File: config.mk
export PLATFORM = sky130hd
export DESIGN_NAME = vdp1_erase_engine
export DESIGN_NICKNAME = d
export VERILOG_FILES = /design/src/rtl/vdp1_erase_engine.sv
export SDC_FILE = /design/constraint.sdc
export NUM_CORES = 1
export LEC_CHECK = 0
export BUFFER_PORTS_ARGS = -buffer_cell sky130_fd_sc_hd__buf_2
export CORE_UTILIZATION = 45
export DETAILED_ROUTE_END_ITERATION = 12
export PLACE_DENSITY = 0.7
export SYNTH_ARGS = -nofsm -noshare
export SYNTH_HDL_FRONTEND = slang
export SYNTH_SLANG_ARGS = --single-unit
File: constraint.sdc
create_clock -name MCLK -period 3.2 [get_ports MCLK]
set_input_delay 0.32 -clock MCLK [delete_from_list [all_inputs] [get_ports MCLK]]
set_output_delay 0.32 -clock MCLK [all_outputs]
set_load 0.1 [all_outputs]
File: src/rtl/vdp1_erase_engine.sv
// vdp1_erase_engine
//   Framebuffer erase engine. Software loads the erase colour (EWDR) and the
//   window corners (EWLR = upper-left, EWRR = lower-right) into shadow
//   registers; START copies them into an active job, which then fills the
//   window in raster order with FB_REQ/FB_ACK write beats.
//
//   Handshake: FB_REQ is valid, FB_ACK is ready. A beat transfers on a rising
//   MCLK edge where both are high. While FB_REQ is high and FB_ACK is low,
//   FB_ADDR and FB_WDATA hold their values; FB_REQ never drops without a
//   transfer.
//
//   Optional build macro: VDP1_ERASE_CLIP_EN clamps the latched window to the
//   framebuffer (X end <= FB_W, Y end <= FB_H-1).
//
// Ports
//   MCLK, RESET          clock, asynchronous active-high reset
//   REG_WE/ADDR/WDATA    shadow register write (0=EWDR, 1=EWLR, 2=EWRR)
//   START, ABORT         single-cycle job trigger / stop request
//   BUSY, DONE           job active / one-cycle end-of-job pulse
//   FB_REQ, FB_ACK       write-beat valid / accepted
//   FB_ADDR, FB_WDATA    pixel address of first pixel / replicated colour
//   DBG_STATE            current FSM state (0=IDLE, 1=RUN, 2=FIN)
module vdp1_erase_engine #(
   parameter int FB_W         = 512,
   parameter int FB_H         = 256,
   parameter int PIX_PER_BEAT = 1,
   parameter int ADDR_W       = 18
) (
   input  logic                       MCLK,
   input  logic                       RESET,
   input  logic                       REG_WE,
   input  logic [1:0]                 REG_ADDR,
   input  logic [15:0]                REG_WDATA,
   input  logic                       START,
   input  logic                       ABORT,
   output logic                       BUSY,
   output logic                       DONE,
   output logic                       FB_REQ,
   input  logic                       FB_ACK,
   output logic [ADDR_W-1:0]          FB_ADDR,
   output logic [16*PIX_PER_BEAT-1:0] FB_WDATA,
   output logic [1:0]                 DBG_STATE
);

   typedef enum logic [1:0] {
      S_IDLE = 2'd0,
      S_RUN  = 2'd1,
      S_FIN  = 2'd2
   } state_t;

   // X coordinates need 11 bits: window edges reach 1016 and x+step reaches 1024.
   localparam logic [10:0] PIX_STEP = 11'(PIX_PER_BEAT);

   state_t      state_q, state_d;
   logic [15:0] ewdr_q, ewlr_q, ewrr_q;
   logic [15:0] data_q, data_d;
   logic [10:0] xs_q, xs_d, xe_q, xe_d, x_q, x_d;
   logic [8:0]  ye_q, ye_d, y_q, y_d;
   logic        empty_q, empty_d;
   logic        abort_q, abort_d;

   logic [10:0] win_xs, win_xe, lat_xe, x_next;
   logic [8:0]  win_ys, win_ye, lat_ye;
   logic        lat_empty, line_end, last_beat;

   // Shadow registers accept writes in every state; the job runs from copies.
   always_ff @(posedge MCLK or posedge RESET) begin
      if (RESET) begin
         ewdr_q <= '0;
         ewlr_q <= '0;
         ewrr_q <= '0;
      end else if (REG_WE) begin
         case (REG_ADDR)
            2'd0:    ewdr_q <= REG_WDATA;
            2'd1:    ewlr_q <= REG_WDATA;
            2'd2:    ewrr_q <= REG_WDATA;
            default: ;
         endcase
      end
   end

   // Window decode: X in units of 8 pixels from bits [15:9], Y from [8:0].
   assign win_xs = {1'b0, ewlr_q[15:9], 3'b000};
   assign win_xe = {1'b0, ewrr_q[15:9], 3'b000};
   assign win_ys = ewlr_q[8:0];
   assign win_ye = ewrr_q[8:0];

`ifdef VDP1_ERASE_CLIP_EN
   localparam logic [10:0] X_LIMIT = 11'(FB_W);
   localparam logic [8:0]  Y_LIMIT = 9'(FB_H - 1);
   assign lat_xe = (win_xe > X_LIMIT) ? X_LIMIT : win_xe;
   assign lat_ye = (win_ye > Y_LIMIT) ? Y_LIMIT : win_ye;
`else
   assign lat_xe = win_xe;
   assign lat_ye = win_ye;
`endif

   // Emptiness is decided once at latch time so RUN only needs one flag.
   assign lat_empty = (win_xs >= lat_xe) || (win_ys > lat_ye);

   assign x_next    = x_q + PIX_STEP;
   assign line_end  = (x_next >= xe_q);
   assign last_beat = line_end && (y_q == ye_q);

   always_ff @(posedge MCLK or posedge RESET) begin
      if (RESET) begin
         state_q <= S_IDLE;
         data_q  <= '0;
         xs_q    <= '0;
         xe_q    <= '0;
         ye_q    <= '0;
         x_q     <= '0;
         y_q     <= '0;
         empty_q <= 1'b0;
         abort_q <= 1'b0;
      end else begin
         state_q <= state_d;
         data_q  <= data_d;
         xs_q    <= xs_d;
         xe_q    <= xe_d;
         ye_q    <= ye_d;
         x_q     <= x_d;
         y_q     <= y_d;
         empty_q <= empty_d;
         abort_q <= abort_d;
      end
   end

   always_comb begin
      state_d = state_q;
      data_d  = data_q;
      xs_d    = xs_q;
      xe_d    = xe_q;
      ye_d    = ye_q;
      x_d     = x_q;
      y_d     = y_q;
      empty_d = empty_q;
      abort_d = abort_q;
      case (state_q)
         S_IDLE: begin
            // START wins over ABORT here; ABORT alone is ignored in IDLE.
            if (START) begin
               state_d = S_RUN;
               data_d  = ewdr_q;
               xs_d    = win_xs;
               xe_d    = lat_xe;
               ye_d    = lat_ye;
               x_d     = win_xs;
               y_d     = win_ys;
               empty_d = lat_empty;
               abort_d = 1'b0;
            end
         end
         S_RUN: begin
            if (empty_q) begin
               state_d = S_FIN;
            end else if (FB_ACK) begin
               // FB_REQ is always high in a non-empty RUN, so ACK is a transfer.
               if (last_beat || abort_q || ABORT) begin
                  state_d = S_FIN;
               end else if (line_end) begin
                  x_d = xs_q;
                  y_d = y_q + 9'd1;
               end else begin
                  x_d = x_next;
               end
            end else if (ABORT) begin
               // The pending beat must still complete before stopping.
               abort_d = 1'b1;
            end
         end
         S_FIN: begin
            state_d = S_IDLE;
            abort_d = 1'b0;
         end
         default: state_d = S_IDLE;
      endcase
   end

   assign BUSY      = (state_q == S_RUN);
   assign DONE      = (state_q == S_FIN);
   assign FB_REQ    = (state_q == S_RUN) && !empty_q;
   assign FB_ADDR   = ADDR_W'(y_q) * ADDR_W'(FB_W) + ADDR_W'(x_q);
   assign FB_WDATA  = {PIX_PER_BEAT{data_q}};
   assign DBG_STATE = state_q;

endmodule
==> run summary <==
Max Clk Rate - 330 MHz
Starting DRT DRC Count - 263
post-synthesis cell count - 569
gpl congestion - 0.891
Hold Vio Cnt, Final - 0
clk slew on worst S/H paths - 0.07 ns
# port buffers - 62
fin. max-slew vios - 0
layout cell share with drive strength beyond 1 - 0.259
Die Height - 115 um
post-CTS setup buffers - 0
Max-cap violations - 0
CP startpoint - x_q[5]$_DFFE_PP0P_
Starting Density - 0.461
Global Route Usage Sum - 0.208
vias post-DR - 4316
number of synthesized flops with an enable pin - 0
initial antenna violation count - 0
ys async rst share - 1.00
Setup CP Type - register to register
Fin Setup TNS - 0 ns
GRT overflow - 0
worst slew pin tran - 0.859 ns
slew margin rel. - 0.426
crit path max fanout - 11
Inserted Clock Buffers - 9
critical path arrival - 3.27 ns
fin crit share - 0.946
dpl cells - 782
met3 global-route usage - 0.0366
Die X - 115 um
vias per cell - 5.42
router iterations before antenna repair - 5
met2 Usage GRT - 0.313
cts hold-fix bufs - 0
status - complete, no violations
post-route ant nets - 0
Yosys warnings - 0
CTS Buffer Depth - 2
Routed WL - 12.8 mm
origin of the critical flop-to-flop path - x_q[5]$_DFFE_PP0P_
main flop type after synthesis - dfrtp_1
number of global-route vias before repair - 4237
largest net degree at the start of global routing - 54
Tmin final - 3.03 ns
clk_lat worst skew - 0.36 ns
Reg2Reg Depth - 11
Avg Cell Area, Syn - 10.2 um2
ANT cells - 0
Synth Register Bits - 111
die area - 0.0133 mm2
unrepaired setup endpoints after global routing - false
global-route wire length before repair - 21.2 mm
Worst Hold Class - primary input to async pin
gr busiest metal - met2
CP endpoint kind - register
CP Launch Type - register
post-synthesis instance area - 0.00580 mm2
Remaining DRCs - 0
Mapped Nets - 621
CTS tree - built
Routed wire per std cell - 16.0 um
FF-to-FF setup slack - 0.17 ns
I/O pin count - 63
CTS Root Buffer Type - clkbuf_16
Post-DP HPWL - 9.33 mm
Sink Count - 111
Syn-to-layout area delta - 12.6%
Synth cell types - 55
register area share after synthesis - 0.479
H-tree levels - 3
core area - 0.0126 mm2
CTS resizes - 0
non-filler cells, final - 797
reg2reg end - x_q[4]$_DFFE_PP0P_
std cell rows - 41
met1 Usage GRT - 0.292
Final setup viols - 0
skew final - 0.00656 ns
data required time at the worst endpoint - 3.44 ns
NumNets Final - 673
-- routing by layer --
| metal | vias up | wire, um |
|---|---|---|
| met5 | - | 0 |
| met4 | 0 | 216 |
| met3 | 16 | 640 |
| met2 | 121 | 5750 |
| met1 | 2111 | 6160 |
| li1 | 2068 | - |
-- layout by cell type, fill, tap and decap left out, types with 11 or more instances in the layout --
cell type  synthesis  layout
a21oi_1           18      18
buf_2              3      62
buf_4              9      11
dfrtp_1          111     108
ha_1              27      27
inv_1             34      33
mux2_2            55      55
nand2_1          113     113
nand3_1           17      17
nor2_1            18      17
nor3_1            12      12
o21ai_0           24      24
xnor2_1           18      17
-- Yosys cell counts, types with 2 or more instances --
library cell / instances / area [um2]
nand3b_1: 4 / 30.0
and4_1: 2 / 17.5
nor2_1: 18 / 67.6
inv_1: 34 / 128
or4_4: 2 / 22.5
a21oi_1: 18 / 90.1
clkbuf_1: 14 / 52.6
a221oi_1: 2 / 17.5
a31o_2: 3 / 26.3
buf_4: 9 / 67.6
o22a_1: 2 / 17.5
mux2i_1: 2 / 20.0
a21o_1: 6 / 45.0
buf_6: 7 / 78.8
o21ai_0: 24 / 120
nand3_1: 17 / 85.1
nor2b_1: 5 / 31.3
and3_1: 3 / 18.8
nor3_1: 12 / 60.1
ha_1: 27 / 338
xnor2_1: 18 / 158
dfrtp_1: 111 / 2780
and2_1: 2 / 12.5
mux2_2: 55 / 619
o211ai_1: 2 / 15.0
nand2b_1: 3 / 18.8
nand2_1: 113 / 424
buf_2: 3 / 15.0
nor3b_1: 2 / 15.0
o31ai_1: 10 / 75.1
a31oi_1: 4 / 25.0
o21a_1: 2 / 15.0
xor2_1: 5 / 43.8
nand4_1: 7 / 43.8
-- registers in the layout, indices dropped and copies added, names as in the netlist --
register   cells
FB_WDATA      16
y_q            9
DBG_STATE      2
abort_q        1
ewlr_q        16
ewdr_q        16
ewrr_q        16
xe_q           7
x_q           11
xs_q           7
ye_q           9
empty_q        1
-- how the worst max path moves through the flow --
stage                          to  slack (ns)
6_report       x_q[4]$_DFFE_PP0P_        0.17
5_1_grt        x_q[6]$_DFFE_PP0P_        0.02
4_1_cts        x_q[4]$_DFFE_PP0P_        0.14
3_5_place_dp   x_q[4]$_DFFE_PP0P_        0.17
3_3_place_gp   x_q[5]$_DFFE_PP0P_        0.28
2_1_floorplan         FB_ADDR[15]        0.15
-- worst max-delay path, cell delays in order, from the launching register on --
cell and delay, ns:
dfrtp_1 0.45, and4_2 0.27, nand4_1 0.15, xnor2_2 0.18, ha_1 0.30, a21o_1 0.18
a21oi_1 0.18, and3_4 0.28, nand3_1 0.14, a31oi_1 0.20, buf_4 0.22, mux2_2 0.35
-- layout make-up --
class	instances	area, um2
Tap cell	172	215
Fill cell	1163	6040
Inverter	34	131
Clock inverter	5	65.1
Clock buffer	10	229
Timing Repair Buffer	74	413
Sequential cell	111	2780
Multi-Input combinational cell	391	2690
-- stage by stage --
step | hold WS [ns] | setup WS, ns | util | instance area, um2
global route | 0.175 | 0.0154 | 0.519 | 6530
detailed placement | 0.453 | 0.175 | 0.495 | 6220
global placement | 0.447 | 0.282 | 0.495 | 6220
floorplan | 0.435 | 0.149 | - | 5800
finish | 0.106 | 0.171 | 0.519 | 6530
CTS | 0.130 | 0.138 | 0.518 | 6520
-- kinds of logic (layout without fill, tap and decap cells) --
logic type / count (synthesis) / count (layout) / synth area share
AND/OR/NAND/NOR: 197 / 197 / 0.157
flip-flops: 111 / 111 / 0.479
AO/OA/AOI/OAI: 86 / 86 / 0.0976
buffers and inverters: 67 / 123 / 0.0589
multiplexers: 57 / 57 / 0.110
adder cells (fa/ha/maj): 28 / 28 / 0.0617
XOR/XNOR: 23 / 23 / 0.0348
Power is left out: the tool's default activity adds up to more than one toggle a clock period on the data nets, which glitch-free logic cannot reach.
